==> src/rtl/mux4_rr_arbiter_pkg.sv <==
// Shared types and helpers for the 4-way round-robin mux arbiter.
package mux_arb_pkg;

  localparam int unsigned N_REQ = 4;
  localparam int unsigned SEL_W = 2;

  typedef enum logic {IDLE, GRANT} arb_state_t;

  // One-hot grant vector for a given mux select.
  function automatic logic [N_REQ-1:0] onehot_of(input logic [SEL_W-1:0] sel);
    onehot_of = N_REQ'(1) << sel;
  endfunction

endpackage

==> src/rtl/mux4_rr_arbiter_if.sv <==
// Request/grant/mux-control bundle between the four sources, the arbiter and the consumer.
interface mux4_rr_arbiter_if;

  logic [mux_arb_pkg::N_REQ-1:0] req;
  logic [mux_arb_pkg::N_REQ-1:0] last;
  logic                          out_ready;
  logic [mux_arb_pkg::N_REQ-1:0] gnt;
  logic [mux_arb_pkg::SEL_W-1:0] sel;
  logic                          out_valid;
  logic                          busy;

  // Environment side: sources and consumer.
  modport master (
    output req, last, out_ready,
    input  gnt, sel, out_valid, busy
  );

  // Arbiter side.
  modport slave (
    input  req, last, out_ready,
    output gnt, sel, out_valid, busy
  );

endinterface

==> src/rtl/mux4_rr_arbiter_pick4.sv <==
// Combinational rotating-priority picker: first set req bit scanning ptr, ptr+1, ... mod 4.
module rr_pick4
  import mux_arb_pkg::*;
(
  input  logic [N_REQ-1:0] req,
  input  logic [SEL_W-1:0] ptr,
  output logic             found,
  output logic [SEL_W-1:0] idx
);

  logic [SEL_W-1:0] cand;

  // Scan from the far end back to ptr so the nearest candidate wins.
  always_comb begin
    found = 1'b0;
    idx   = ptr;
    cand  = ptr;
    for (int k = int'(N_REQ) - 1; k >= 0; k--) begin
      cand = ptr + SEL_W'(k);
      if (req[cand]) begin
        found = 1'b1;
        idx   = cand;
      end
    end
  end

endmodule

==> src/rtl/mux4_rr_arbiter.sv <==
// Round-robin arbiter sharing one mux4to1 datapath between four bursting requesters.
module mux4_rr_arbiter
  import mux_arb_pkg::*;
#(
  parameter int unsigned MAX_BURST = 8
) (
  input  logic              clk,
  input  logic              rst,
  mux4_rr_arbiter_if.slave  bus
);

  localparam int unsigned CNT_W = $clog2(MAX_BURST + 1);

  arb_state_t       state_q, state_d;
  logic [N_REQ-1:0] gnt_q, gnt_d;
  logic [SEL_W-1:0] sel_q, sel_d;
  logic [SEL_W-1:0] ptr_q, ptr_d;
  logic [CNT_W-1:0] cnt_q, cnt_d;

  logic             found;
  logic [SEL_W-1:0] pick_idx;
  logic             busy;
  logic             out_valid;
  logic             xfer;
  logic [CNT_W-1:0] cnt_inc;

  rr_pick4 u_pick (
    .req   (bus.req),
    .ptr   (ptr_q),
    .found (found),
    .idx   (pick_idx)
  );

  assign busy      = (state_q == GRANT);
  assign out_valid = busy & bus.req[sel_q];
  assign xfer      = out_valid & bus.out_ready;
  assign cnt_inc   = cnt_q + CNT_W'(1);

  // State and grant registers; reset drops any in-flight burst.
  always_ff @(posedge clk) begin
    if (rst) begin
      state_q <= IDLE;
      gnt_q   <= '0;
      sel_q   <= '0;
      ptr_q   <= '0;
      cnt_q   <= '0;
    end else begin
      state_q <= state_d;
      gnt_q   <= gnt_d;
      sel_q   <= sel_d;
      ptr_q   <= ptr_d;
      cnt_q   <= cnt_d;
    end
  end

  // Next-state: arbitrate in IDLE, count beats and detect release in GRANT.
  always_comb begin
    state_d = state_q;
    gnt_d   = gnt_q;
    sel_d   = sel_q;
    ptr_d   = ptr_q;
    cnt_d   = cnt_q;
    unique case (state_q)
      IDLE: begin
        if (found) begin
          state_d = GRANT;
          sel_d   = pick_idx;
          gnt_d   = onehot_of(pick_idx);
          cnt_d   = '0;
        end
      end
      GRANT: begin
        // Abandon, last beat and burst cap all release the same way.
        if (!bus.req[sel_q] ||
            (xfer && (bus.last[sel_q] || cnt_inc == CNT_W'(MAX_BURST)))) begin
          state_d = IDLE;
          gnt_d   = '0;
          ptr_d   = sel_q + SEL_W'(1);
          cnt_d   = '0;
        end else if (xfer) begin
          cnt_d = cnt_inc;
        end
      end
      default: state_d = IDLE;
    endcase
  end

  assign bus.gnt       = gnt_q;
  assign bus.sel       = sel_q;
  assign bus.busy      = busy;
  assign bus.out_valid = out_valid;

endmodule

==> src/flat_wrapper.sv <==
// flat-port wrapper written by rule: the top's interface ports become plain ports
module mux4_rr_arbiter_flat import mux_arb_pkg::*;
#(
  parameter int unsigned MAX_BURST = 8
)
  (clk, rst, bus_req, bus_last, bus_out_ready, bus_gnt, bus_sel, bus_out_valid, bus_busy);
  mux4_rr_arbiter_if bus_i ();
  input  logic clk;
  input  logic rst;
  input wire logic [$bits(bus_i.req)-1:0] bus_req;
  input wire logic [$bits(bus_i.last)-1:0] bus_last;
  input wire logic [$bits(bus_i.out_ready)-1:0] bus_out_ready;
  output wire logic [$bits(bus_i.gnt)-1:0] bus_gnt;
  output wire logic [$bits(bus_i.sel)-1:0] bus_sel;
  output wire logic [$bits(bus_i.out_valid)-1:0] bus_out_valid;
  output wire logic [$bits(bus_i.busy)-1:0] bus_busy;
  assign bus_i.req = bus_req;
  assign bus_i.last = bus_last;
  assign bus_i.out_ready = bus_out_ready;
  assign bus_gnt = bus_i.gnt;
  assign bus_sel = bus_i.sel;
  assign bus_out_valid = bus_i.out_valid;
  assign bus_busy = bus_i.busy;
  mux4_rr_arbiter #(.MAX_BURST(MAX_BURST)) u_core (.clk(clk), .rst(rst), .bus(bus_i));
endmodule
==> config.mk <==
export PLATFORM = sky130hd
export DESIGN_NAME = mux4_rr_arbiter_flat
export DESIGN_NICKNAME = d
export VERILOG_FILES = /design/src/rtl/mux4_rr_arbiter_pkg.sv /design/src/rtl/mux4_rr_arbiter_if.sv /design/src/rtl/mux4_rr_arbiter_pick4.sv /design/src/rtl/mux4_rr_arbiter.sv /design/src/flat_wrapper.sv
export SDC_FILE = /design/constraint.sdc
export NUM_CORES = 1
export LEC_CHECK = 0
export BUFFER_PORTS_ARGS = -buffer_cell sky130_fd_sc_hd__buf_2
export CAP_MARGIN = 30
export CORE_ASPECT_RATIO = 0.8
export CORE_MARGIN = 4
export CORE_UTILIZATION = 52
export DETAILED_ROUTE_END_ITERATION = 8
export HOLD_SLACK_MARGIN = 0.06
export PLACE_DENSITY = 0.77
export SLEW_MARGIN = 20
export SYNTH_ARGS = -nofsm -noshare
export SYNTH_HDL_FRONTEND = slang
export SYNTH_SLANG_ARGS = --single-unit
==> constraint.sdc <==
create_clock -name clk -period 2.1 [get_ports clk]
set_clock_uncertainty 0.05 [all_clocks]
set_input_delay 0 -clock clk [delete_from_list [all_inputs] [get_ports clk]]
set_output_delay 0 -clock clk [all_outputs]
set_load 0.1 [all_outputs]
==> results.md, run 1 <==
Outcome:
- The flow ran to the end, and the final reports show no timing, DRC or antenna violations.

STA:
- The count of endpoints failing hold in the final timing report is 0.
- Setup repair after global routing left no endpoint under its margin.
- Measured against its own limit, the worst slew margin works out to 67.7%.
- The transition at the pin with the smallest max-transition slack is 0.487 ns.
- For the final routed database, the setup TNS stands at 0 ns.
- Of the available clock period, the critical path in the final layout requires 89.9%.
- The max-slew violation count is 0.
- For the finished layout, the period the worst path requires is 1.89 ns.
- The final hold slack is 0.0631 ns.
- Based on the critical path, the design can be clocked at up to 0.530 GHz.
- The final-report setup violation count is 0.

Critical path:
- The kind of start point of the critical path is a flip-flop.
- The critical path is of the flip-flop to flip-flop type.
- Data on the critical path arrives at its endpoint at 2.04 ns.
- In this run the worst path has a maximum fanout of 8.
- The capturing element type of the critical path is a flip-flop.
- At the worst endpoint, the required time is 2.25 ns.
- The cell type of the slowest stage on the worst timing path is dfxtp_1.
- The slack of the worst reg-to-reg path is 0.21 ns.
- Walking the worst path, the cells encountered are ha_1 -> nand3b_1 -> nor2_1 -> a31oi_2 -> a21o_1 -> a211oi_1.
- On the worst path, the slowest cell contributes a delay of 0.42 ns.

Logic synthesis:
- Averaged over all synthesized cells, the footprint is 8.57 sq um.
- The synthesized instance count is 102.
- The share of Yosys cell area claimed by the top area cell type is 29.8%.
- The count of yosys warnings during synthesis is 0.
- dfxtp_1 is the most common cell in the netlist.
- The register bit count reported by yosys is 13.
- The post-synth net total is 115.
- The commonest cells after synthesis are dfxtp_1 (13), nor2_1 (10), nand3_1 (9), nand2_1 (8).
- The number of distinct library cell variants in the gate-level netlist after synthesis is 38.
- The cell type contributing the most total cell area after synthesis is dfxtp_1.
- Ranked by total cell area, the synthesized netlist is headed by dfxtp_1 (30%), nand3_1 (5.2%), mux4_2 (5.2%).
- The register area share after synthesis is 29.8%.
- In the synthesized netlist the dominant register cell turns out to be dfxtp_1.
- The count of flip-flops with a built-in enable after synthesis is 0.
- For this run, asynchronously set or reset flops after synthesis account for 0%.
- The combined area of all synthesized cells is 875 sq um.

Power and ir drop:
- The leakage power total is 0.424 nW.
- The peak supply drop is 714 uV.
- For this design the ratio of total power to cell area is 678 mW/mm^2.

Die:
- From left edge to right edge, the die measures 53.9 um.
- The die outline area is 0.00241 sq mm.
- In this run the vertical extent of the chip is 44.7 um.
- In this run the core area contains 12 standard-cell rows.
- The initial utilization of the core area, before any placement, comes to 58.8%.
- The core area is 0.00149 sq mm.
- 19 I/O pins were placed.

Clocking:
- The number of clock sinks is 13.
- After clock tree synthesis, the clock-pin slew on the worst setup and hold paths is 0.08 ns.
- For the worst-skew pair, the clock arrives at the later sink with an insertion delay of 0.28 ns.
- The number of buffers created by CTS is 3.
- The CTS tree is yes.
- The number of buffers between clock root and the deepest sink is 2.
- The CTS root buffer is clkbuf_4.
- The number of H-tree levels is 1.

Global routing:
- The first global-routing pass estimated 3460 um of wire.
- The via count of the first global-routing pass was 793.
- The sum of overflow across all layers after global routing is 0.
- The initial antenna violation count is 0.
- The maximum number of pins on one net before global-route repair is 14.
- The all-layer global routing usage is 19.7%.

Run:
- The reported max-cap violation count is 0.

Layout:
- Fill cells in the final layout number 124.
- The area taken by multi-input logic gates is 582 sq um.
- The storage element area is 267 sq um.
- In the final layout, the share of cells above drive strength 1 is 32.3%.
- The number of diodes added for antenna fixing is 0.
- The post-layout net count is 138.
- The area growth from synthesis to layout is 19.7%.
- The number of standard cells in the layout, taps in and fillers out is 145.

Worst hold path:
- The path category of the worst min-delay check is input pin to flip-flop.

Route:
- Dividing the detail-routed via count by the number of cells gives 5.94.
- The number of DRC violations after detailed-routing iteration 0 is 23.
- The first detailed-routing pass took 4 iterations.
- The total wirelength of the detailed-routed design is 2040 um.
- The remaining number of nets flagged by the antenna check after routing is 0.
- Dividing the detail-routed wire length by the instance count gives 14.0 um.
- The total vias in the final route is 861.
- The number of remaining DRC errors is 0.

Placed design:
- The count of buffers added on input and output ports is 18.
- The congestion estimate from routability-driven global placement came to 0.853.
- Detailed placement ended at an HPWL of 1550 um.
- After detailed placement, the design holds a cell count of 140.
==> cells by family after synthesis <==
family,Yosys count,synth area share (%)
simple gates,41,26.3
compound gates,30,26.0
flops,13,29.8
buf+inv,10,5.29
mux,5,8.73
fa+ha+maj,2,2.86
xor+xnor,1,1.00
==> path summary, 6_finish.rpt <==
check | start | to | depth (start not counted)
worst min-delay path | bus_out_ready | u_core.bus.busy | 4
worst min register to register | u_core.bus.gnt[2] | u_core.bus.gnt[2] | 2
worst max-delay path | u_core.cnt_q[0] | u_core.ptr_q[1] | 6
worst max register to register | u_core.cnt_q[0] | u_core.ptr_q[1] | 6
==> metrics by stage <==
stage	instance area [sq um]	worst slack, ns	total power, mW	utilization, %
4_1_cts	1040	0.141	0.715	70.0
3_5_place_dp	1000	0.158	0.555	67.5
2_1_floorplan	892	-0.174	0.505	-
5_1_grt	1050	0.0323	0.750	70.5
3_3_place_gp	1000	0.266	0.554	67.5
6_report	1050	0.213	0.710	70.5
==> area by class of cell <==
class | instances | share of cell area (%)
multi-input cells | 79 | 55.6
flip-flops and latches | 13 | 25.4
repair buffers | 21 | 11.0
inverters | 7 | 2.87
well taps | 21 | 2.51
clock buffers | 3 | 2.15
clock inverters | 1 | 0.478
==> flip-flops by register name (all words and copies together), names as in the netlist <==
signal,flops
u_core.cnt_q,4
u_core.ptr_q,2
u_core.bus.busy,1
u_core.bus.gnt,4
u_core.bus.sel,2
==> critical path: cells and delay by family, from the launching register on <==
family | cells | cell delay, ns
compound gates | 3 | 0.61
flops | 1 | 0.42
simple gates | 2 | 0.41
fa+ha+maj | 1 | 0.31
==> power by group <==
group	switching, mW	internal (mW)
logic	0.187	0.0773
registers	0.0239	0.265
clock network	0.0861	0.0708
total	0.297	0.413
==> layer usage <==
layer / up-vias / share of wire (%) / track usage [%]
li1: 433 / - / -
met1: 394 / 49 / 28.9
met2: 28 / 42 / 27.5
met3: 6 / 8.1 / 6.40
met4: 0 / 1.3 / 4.59
met5: - / 0 / 0
==> layout by cell type (no fill, tap or decap), drive strengths merged, types with 2 or more instances in the layout <==
cell type  count
buf           20
dfxtp         13
nor2          10
nand3          9
nand2          8
a21oi          7
o21ai          7
inv            6
a211oi         4
clkbuf         3
mux4           2
nor2b          2
or2            2
nand2b         2
o32ai          2
mux2i          2
nand4          2
ha             2
nor4           2
nand3b         2
a311oi         2
==> timing repair <==
action / CTS / global route
endpoints found under the hold margin: 7 / 0
resized for setup: 0 / 1
hold buffers: 1 / 0
setup buffers: 0 / 0
endpoints found under the setup margin: 0 / 4
No activity file was read; power rests on OpenSTA's default activity.
==> inputs of run 2 (changes only) <==
Settings changed: CORE_ASPECT_RATIO 0.8 to default, CORE_UTILIZATION 52 to 56, PLACE_DENSITY 0.77 to 0.82.
Clock period 2.1 ns to 2.4 ns, I/O delays scaled along.
==> run 2 against run 1 <==
Net effect: first-iteration DRC count grew 13%; sequential share of layout area grew 0.91 points; die area decreased by 6.1%; flip-flop and latch count is the same; clock power decreased by 12%; largest power group unchanged; via count shrank 3.6%.
==> results.md, run 2 (same netlist as run 1, synthesis figures left out) <==
Critical path:
- Critical path cell sequence: ha_1 -> or2_2 -> o21ai_1 -> a31oi_1 -> nand2_1 -> o311ai_2 (was ha_1 -> nand3b_1 -> nor2_1 -> a31oi_2 -> a21o_1 -> a211oi_1).
- The cell type of the slowest stage on the worst timing path is a31oi_1 (was dfxtp_1).
- The critical-path maximum fanout is 8 (unchanged).
- The startpoint of the lowest-slack register-to-register path is u_core.cnt_q[0] (unchanged).
- The capture point of the worst path was u_core.cnt_q[2] (was u_core.ptr_q[1]).
- The endpoint of the worst-slack reg-to-reg timing path was u_core.cnt_q[2] (was u_core.ptr_q[1]).
- The capturing element type of the critical path is a flip-flop (unchanged).
- The slack of the worst reg-to-reg path is 0.34 ns (was 0.21 ns).
- The startpoint of the most critical setup path is u_core.cnt_q[0] (unchanged).
- The number of buffer and inverter instances along the worst setup path came to 0 (unchanged).
- The gate family responsible for the most delay along the worst path is compound AO/OA/AOI/OAI gates (unchanged).
- The worst path arrival time is 2.20 ns (was 2.04 ns).
- The kind of critical path is flip-flop to flip-flop (unchanged).
- The length in cells of the worst reg-to-reg path is 6 (unchanged).
- The kind of start point of the critical path is a flip-flop (unchanged).
- The total stage count of the critical path was 6 (unchanged).
- The worst endpoint required time is 2.54 ns (was 2.25 ns).
- The delay contributed by the slowest stage of the critical path is 0.57 ns (was 0.42 ns).

Outcome:
- Run status: finished clean (unchanged).

Run:
- The reported max-cap violation count came to 0 (unchanged).

Power and ir drop:
- The clock power share came to 22.4% (was 22.1%).
- The net switching power of the design was 252 uW (was 297 uW).
- The net switching share of the total power was 41.2% (was 41.9%).
- The post-layout total power is 613 uW (was 710 uW).
- The peak supply drop is 330 uV (was 714 uV).
- The leakage power total is 0.406 nW (was 0.424 nW).
- The sequential group share of total power is 41.0% (was 40.7%).
- The power density of the placed cells came to 606 mW/mm^2 (was 678 mW/mm^2).
- The cell-internal power is 361 uW (was 413 uW).
- The portion of total power attributed to combinational logic is 36.6% (was 37.2%).

Clocking:
- The insertion delay of the later-clocked pin in the worst-skew pair is 0.28 ns (about the same).
- The number of H-tree levels is 1 (unchanged).
- The number of clock sinks was 13 (unchanged).
- The number of buffers between clock root and the deepest sink is 2 (unchanged).
- The count of buffers added by post-CTS timing repair for setup was 0 (unchanged).
- The CTS clock-pin slew for the worst setup and hold paths was 0.08 ns (about the same).
- The CTS tree is yes (unchanged).
- The number of buffers created by CTS is 3 (unchanged).
- The CTS root buffer is clkbuf_4 (unchanged).

Route:
- The number of remaining DRC errors came to 0 (unchanged).
- The ratio of routed vias to standard cells is 6.01 (was 5.94).
- The remaining number of nets flagged by the antenna check after routing was 0 (unchanged).
- The detailed-router iteration count before antenna repair is 4 (unchanged).
- The total wirelength of the detailed-routed design came to 2000 um (was 2040 um).
- The number of DRC violations after detailed-routing iteration 0 was 26 (was 23).
- The average detailed-routed wire length per instance is 14.5 um (was 14.0 um).
- The total vias in the final route is 830 (was 861).

STA:
- The total negative slack for setup checks is 0 ns (unchanged).
- The highest attainable clock frequency is 0.486 GHz (was 0.530 GHz).
- Setup repair after global routing missed its margin: no (unchanged).
- The count of endpoints failing hold in the final timing report is 0 (unchanged).
- The final hold slack came to 0.125 ns (was 0.0631 ns).
- The transition at the pin with the smallest max-transition slack was 0.669 ns (was 0.487 ns).
- The worst slew margin relative to its limit is 55.2% (was 67.7%).
- The max-slew violation count is 0 (unchanged).
- The share of the clock period used by the worst path is 85.7% (was 89.9%).
- The final-report setup violation count is 0 (unchanged).
- The clock period minus worst slack is 2.06 ns (was 1.89 ns).

Global routing:
- The maximum number of pins on one net before global-route repair is 14 (unchanged).
- The global-route wire length before repair is 3150 um (was 3460 um).
- The initial antenna violation count is 0 (unchanged).
- The sum of overflow across all layers after global routing is 0 (unchanged).
- The via count of the first global-routing pass came to 762 (was 793).
- The all-layer global routing usage came to 19.9% (was 19.7%).

Layout:
- The core utilization of the finished layout is 67.9% (was 70.5%).
- The share of layout cells above drive strength 1 is 28.7% (was 32.3%).
- The filler cell count is 144 (was 124).
- Most frequent cells in the layout: buf_2 (18), nor2_1 (10), dfxtp_1 (10) (unchanged).
- The most frequent standard cell in the layout excluding fill and tap cells is buf_2 (unchanged).
- The post-layout net count is 136 (was 138).
- The number of diodes added for antenna fixing came to 0 (unchanged).
- The storage element area came to 267 sq um (unchanged).
- The number of standard cells in the layout, taps in and fillers out is 138 (was 145).
- The area taken by multi-input logic gates was 568 sq um (was 582 sq um).
- The area growth from synthesis to layout is 15.6% (was 19.7%).

Placed design:
- The number of buffers added on ports is 18 (unchanged).
- The cell total after placement is 133 (was 140).
- The detailed placer's ending HPWL came to 1560 um (was 1550 um).
- The final weighted congestion of routability-driven global placement was 0.906 (was 0.853).

Die:
- The starting density of the core is 58.7% (was 58.8%).
- The overall die height came to 47.5 um (was 44.7 um).
- The number of cell rows came to 14 (was 12).
- The core area is 0.00149 sq mm (about the same).
- The die outline area is 0.00226 sq mm (was 0.00241 sq mm).
- The boundary pin count is 19 (unchanged).
- The die span in x is 47.5 um (was 53.9 um).

Worst hold path:
- The path category of the worst min-delay check is input pin to flip-flop (unchanged).
- The number of instances on the worst hold path is 5 (was 4).
-- run 2: routing by layer --
metal | routed length, um | vias to the layer above | part of all wire [%] | GRT usage (%)
met5 | 0 | - | 0 | 0
met4 | 27 | 0 | 1.3 | 6.63
met3 | 123 | 4 | 6.1 | 7.89
met2 | 1010 | 23 | 50 | 34.5
met1 | 842 | 380 | 42 | 22.1
li1 | - | 423 | - | -
-- run 2: power by group through the flow --
stage	sequential, mW	combinational (mW)	clock, mW
after floorplan	0.327	0.112	0
after global placement	0.255	0.219	0
after detailed placement	0.257	0.223	0
after CTS	0.251	0.225	0.139
after global routing	0.254	0.240	0.152
final	0.251	0.224	0.138
-- run 2: worst reg2reg max path, stage by stage, from the launching register on --
cell,delay [ns]
dfxtp_1,0.41
ha_1,0.26
or2_2,0.13
o21ai_1,0.12
a31oi_1,0.57
nand2_1,0.18
o311ai_2,0.25
-- run 2: worst min path at each step --
stage	from	endpoint	slack [ns]
3_5_place_dp	rst	u_core.bus.sel[1]	0.30
3_3_place_gp	rst	u_core.bus.busy	0.30
5_1_grt	bus_out_ready	u_core.cnt_q[1]	0.16
4_1_cts	bus_out_ready	u_core.cnt_q[1]	0.12
6_report	bus_out_ready	u_core.cnt_q[1]	0.13
2_1_floorplan	rst	u_core.bus.gnt[1]	0.14
-- run 2: cell type report --
cell class / instances / share of cell area, %
multi-input cells: 79 / 56.2
flip-flops and latches: 13 / 26.4
repair buffers: 19 / 9.90
inverters: 7 / 2.97
clock buffers: 4 / 2.60
well taps: 16 / 1.98
-- run 2: through the flow --
| step | setup slack [ns] | cell area [sq um] |
|---|---|---|
| 5_1_grt | 0.219 | 1010 |
| 6_report | 0.342 | 1010 |
| 3_5_place_dp | 0.373 | 975 |
| 3_3_place_gp | 0.503 | 975 |
| 2_1_floorplan | 0.0401 | 885 |
| 4_1_cts | 0.344 | 1010 |
-- run 2: timing repair --
action / 4_1_cts / 5_1_grt
endpoints found under the hold margin: 7 / 0
gates resized for setup: 0 / 0
hold buffers: 1 / 0
==> inputs of run 3 (changes only) <==
Settings changed: ABC_AREA from default to 1, CORE_ASPECT_RATIO from default to 0.8, CORE_UTILIZATION 56 to 57.
==> run 3 against run 2 <==
Net effect: flip-flop and latch count unchanged; register-to-register slack got worse by 0.08 ns; critical path depth increased by 6; non-clock buffer count unchanged; hold slack improved by 0.072 ns; synthesized cell count increased by 46%; power increased to 2.6 times the previous value; worst setup slack got worse by 0.081 ns; critical endpoint is now u_core.cnt_q[0]; largest cell class unchanged.
==> results.md, run 3 <==
Outcome:
- Run status: finished clean (unchanged).

Logic synthesis:
- The most common cell in the netlist is nand2_1 (was dfxtp_1).
- The number of distinct library cell variants in the gate-level netlist after synthesis is 21 (was 38).
- The post-synth net total is 162 (was 115).
- The combined area of all synthesized cells is 932 sq um (was 875 sq um).
- The share of synthesized registers carrying an async set or reset came to 0% (unchanged).
- Cell types with the largest area share after synthesis: dfxtp_1 (28%), nand2_1 (17%), nand3_1 (9.7%) (was dfxtp_1 (30%), nand3_1 (5.2%), mux4_2 (5.2%)).
- The synthesized instance count is 149 (was 102).
- The per-instance average area after synthesis is 6.26 sq um (was 8.57 sq um).
- The cell type contributing the most total cell area after synthesis is dfxtp_1 (unchanged).
- The count of flip-flops with a built-in enable after synthesis is 0 (unchanged).
- Commonest cells in the synthesized netlist: nand2_1 (42), nand3_1 (18), a21oi_1 (15), inv_1 (15), dfxtp_1 (13) (was dfxtp_1 (13), nor2_1 (10), nand3_1 (9), nand2_1 (8)).
- The register area share after synthesis was 27.9% (was 29.8%).
- The count of yosys warnings during synthesis is 0 (unchanged).
- The predominant post-synthesis flop cell is dfxtp_1 (unchanged).
- The register bit count reported by yosys was 13 (unchanged).
- The share of Yosys cell area claimed by the top area cell type is 27.9% (was 29.8%).

Clocking:
- The number of buffers created by CTS is 3 (unchanged).
- The number of H-tree levels is 1 (unchanged).
- The insertion delay of the later-clocked pin in the worst-skew pair is 0.27 ns (was 0.28 ns).
- The CTS clock-pin slew for the worst setup and hold paths is 0.07 ns (was 0.08 ns).
- The number of hold buffers added after cts is 1 (unchanged).
- The count of buffers added by post-CTS timing repair for setup is 0 (unchanged).
- The number of buffers between clock root and the deepest sink is 2 (unchanged).
- The post-cts sizing count came to 0 (unchanged).
- The CTS tree is yes (unchanged).
- The CTS root buffer is clkbuf_4 (unchanged).
- The number of clock sinks is 13 (unchanged).

Global routing:
- The maximum number of pins on one net before global-route repair was 13 (was 14).
- The sum of overflow across all layers after global routing came to 0 (unchanged).
- The initial antenna violation count is 0 (unchanged).
- The global-route wire length before repair came to 3620 um (was 3150 um).
- The all-layer global routing usage is 21.1% (was 19.9%).
- The via count of the first global-routing pass is 844 (was 762).

Worst hold path:
- The number of instances on the worst hold path is 6 (was 5).
- The path category of the worst min-delay check was input pin to flip-flop (unchanged).

Route:
- The total wirelength of the detailed-routed design is 2230 um (was 2000 um).
- The average detailed-routed wire length per instance came to 11.8 um (was 14.5 um).
- The ratio of routed vias to standard cells is 5.44 (was 6.01).
- The detailed-router iteration count before antenna repair is 5 (was 4).
- The number of remaining DRC errors was 0 (unchanged).
- The total vias in the final route is 1028 (was 830).
- The number of DRC violations after detailed-routing iteration 0 is 49 (was 26).
- The remaining number of nets flagged by the antenna check after routing is 0 (unchanged).

Layout:
- The filler cell count is 132 (was 144).
- The number of diodes added for antenna fixing is 0 (unchanged).
- The storage element area is 260 sq um (was 267 sq um).
- The number of standard cells in the layout, taps in and fillers out is 189 (was 138).
- The post-route cell area is 0.00106 sq mm (was 0.00101 sq mm).
- Most frequent cells in the layout: nand2_1 (42), nand3_1 (18), buf_2 (18) (was buf_2 (18), nor2_1 (10), dfxtp_1 (10)).
- The core utilization of the finished layout is 72.5% (was 67.9%).
- The share of layout cells above drive strength 1 came to 23.2% (was 28.7%).
- The area taken by multi-input logic gates is 569 sq um (was 568 sq um).
- The area growth from synthesis to layout came to 13.3% (was 15.6%).
- The most frequent standard cell in the layout excluding fill and tap cells is nand2_1 (was buf_2).
- The post-layout net count is 182 (was 136).

Critical path:
- The kind of critical path is flip-flop to flip-flop (unchanged).
- The cell type of the slowest stage on the worst timing path is dfxtp_1 (was a31oi_1).
- The worst endpoint required time is 2.52 ns (was 2.54 ns).
- The length in cells of the worst reg-to-reg path was 12 (was 6).
- The delay contributed by the slowest stage of the critical path came to 0.62 ns (was 0.57 ns).
- The gate family responsible for the most delay along the worst path is simple AND/OR/NAND/NOR gates (was compound AO/OA/AOI/OAI gates).
- The worst path arrival time came to 2.26 ns (was 2.20 ns).
- The number of buffer and inverter instances along the worst setup path came to 2 (was 0).
- The critical-path maximum fanout was 12 (was 8).
- By instance count, the cell type seen most on the critical path is nand2_1.
- The kind of start point of the critical path is a flip-flop (unchanged).
- The capturing element type of the critical path is a flip-flop (unchanged).
- The total stage count of the critical path is 12 (was 6).
- Critical path cell sequence: inv_2 -> nand2_1 -> nand2_1 -> nand2_1 -> nand2_1 -> nor2_1 -> nand2_1 -> nand2_2 -> nand2_2 -> inv_2 -> nor2_1 -> o21a_1 (was ha_1 -> or2_2 -> o21ai_1 -> a31oi_1 -> nand2_1 -> o311ai_2).

Placed design:
- The instance area at placement came to 0.00102 sq mm (was 975 sq um).
- The number of buffers added on ports is 18 (unchanged).
- The detailed placer's ending HPWL is 1730 um (was 1560 um).
- The final weighted congestion of routability-driven global placement is 0.887 (was 0.906).
- The cell total after placement is 184 (was 133).

Power and ir drop:
- The net switching power of the design came to 1.00 mW (was 252 uW).
- The post-layout total power came to 1.61 mW (was 613 uW).
- The net switching share of the total power was 62.3% (was 41.2%).
- The sequential group share of total power was 22.9% (was 41.0%).
- The leakage power total is 0.551 nW (was 0.406 nW).
- The power density of the placed cells is 1530 mW/mm^2 (was 606 mW/mm^2).
- The cell-internal power was 608 uW (was 361 uW).
- The peak supply drop is 1010 uV (was 330 uV).
- The portion of total power attributed to combinational logic was 68.9% (was 36.6%).
- The clock power share is 8.2% (was 22.4%).

STA:
- The worst slew margin relative to its limit is 67.6% (was 55.2%).
- Setup repair after global routing missed its margin: no (unchanged).
- The count of endpoints failing hold in the final timing report is 0 (unchanged).
- The max-slew violation count is 0 (unchanged).
- The share of the clock period used by the worst path is 89.1% (was 85.7%).
- The highest attainable clock frequency is 0.468 GHz (was 0.486 GHz).
- The transition at the pin with the smallest max-transition slack is 0.489 ns (was 0.669 ns).
- The final-report setup violation count is 0 (unchanged).
- The total negative slack for setup checks is 0 ns (unchanged).
- The clock period minus worst slack is 2.14 ns (was 2.06 ns).

Run:
- The reported max-cap violation count came to 0 (unchanged).

Die:
- The boundary pin count was 19 (unchanged).
- The starting density of the core is 64.0% (was 58.7%).
- The overall die height is 44.2 um (was 47.5 um).
- The die outline area is 0.00235 sq mm (was 0.00226 sq mm).
- The core area is 0.00146 sq mm (was 0.00149 sq mm).
- The number of cell rows is 12 (was 14).
- The die span in x came to 53.2 um (was 47.5 um).
run 3: worst paths after layout:
check / startpoint / end / slack (ns)
worst max-delay path: u_core.ptr_q[0] / u_core.cnt_q[0] / 0.26
worst min register to register: u_core.bus.gnt[0] / u_core.bus.gnt[0] / 0.44
worst min-delay path: bus_out_ready / u_core.cnt_q[1] / 0.20
worst max register to register: u_core.ptr_q[0] / u_core.cnt_q[0] / 0.26
run 3: worst reg2reg max path, stage by stage (launching register included):
cell	delay, ns
dfxtp_1	0.62
inv_2	0.17
nand2_1	0.11
nand2_1	0.10
nand2_1	0.10
nand2_1	0.09
nor2_1	0.11
nand2_1	0.07
nand2_2	0.19
nand2_2	0.13
inv_2	0.10
nor2_1	0.05
o21a_1	0.16
run 3: layer usage:
metal | vias to the layer above | routed length (um) | GRT usage, %
li1 | 519 | - | -
met1 | 461 | 1050 | 28.4
met2 | 46 | 990 | 31.8
met3 | 2 | 175 | 7.41
met4 | 0 | 8 | 6.12
met5 | - | 0 | 0
run 3: cell type report:
| cell class | instances | area share [%] |
|---|---|---|
| multi-input cells | 113 | 53.9 |
| flip-flops and latches | 13 | 24.6 |
| clock buffers | 4 | 2.49 |
| well taps | 21 | 2.49 |
| inverters | 19 | 6.99 |
| repair buffers | 19 | 9.48 |
run 3: logic make-up after synthesis:
logic type	after synthesis	synth area share [%]
and+or+nand+nor	85	42.3
AOI/OAI and AO/OA	23	13.0
buffers and inverters	23	11.3
DFF	13	27.9
xor gates and xnor gates	3	2.82
adders and majority gates	2	2.68
run 3: power by group through the flow:
stage	sequential (mW)	clock, mW	combinational, mW
2_1_floorplan	0.648	0	0.666
3_3_place_gp	0.366	0	1.08
3_5_place_dp	0.371	0	1.09
4_1_cts	0.366	0.138	1.10
5_1_grt	0.382	0.150	1.21
6_report	0.369	0.132	1.11
run 3: through the flow:
stage          hold slack [ns]  setup slack, ns
3_5_place_dp             0.265            0.345
5_1_grt                  0.207           0.0260
6_report                 0.198            0.261
3_3_place_gp             0.263            0.485
4_1_cts                  0.169            0.334
2_1_floorplan            0.125           0.0131
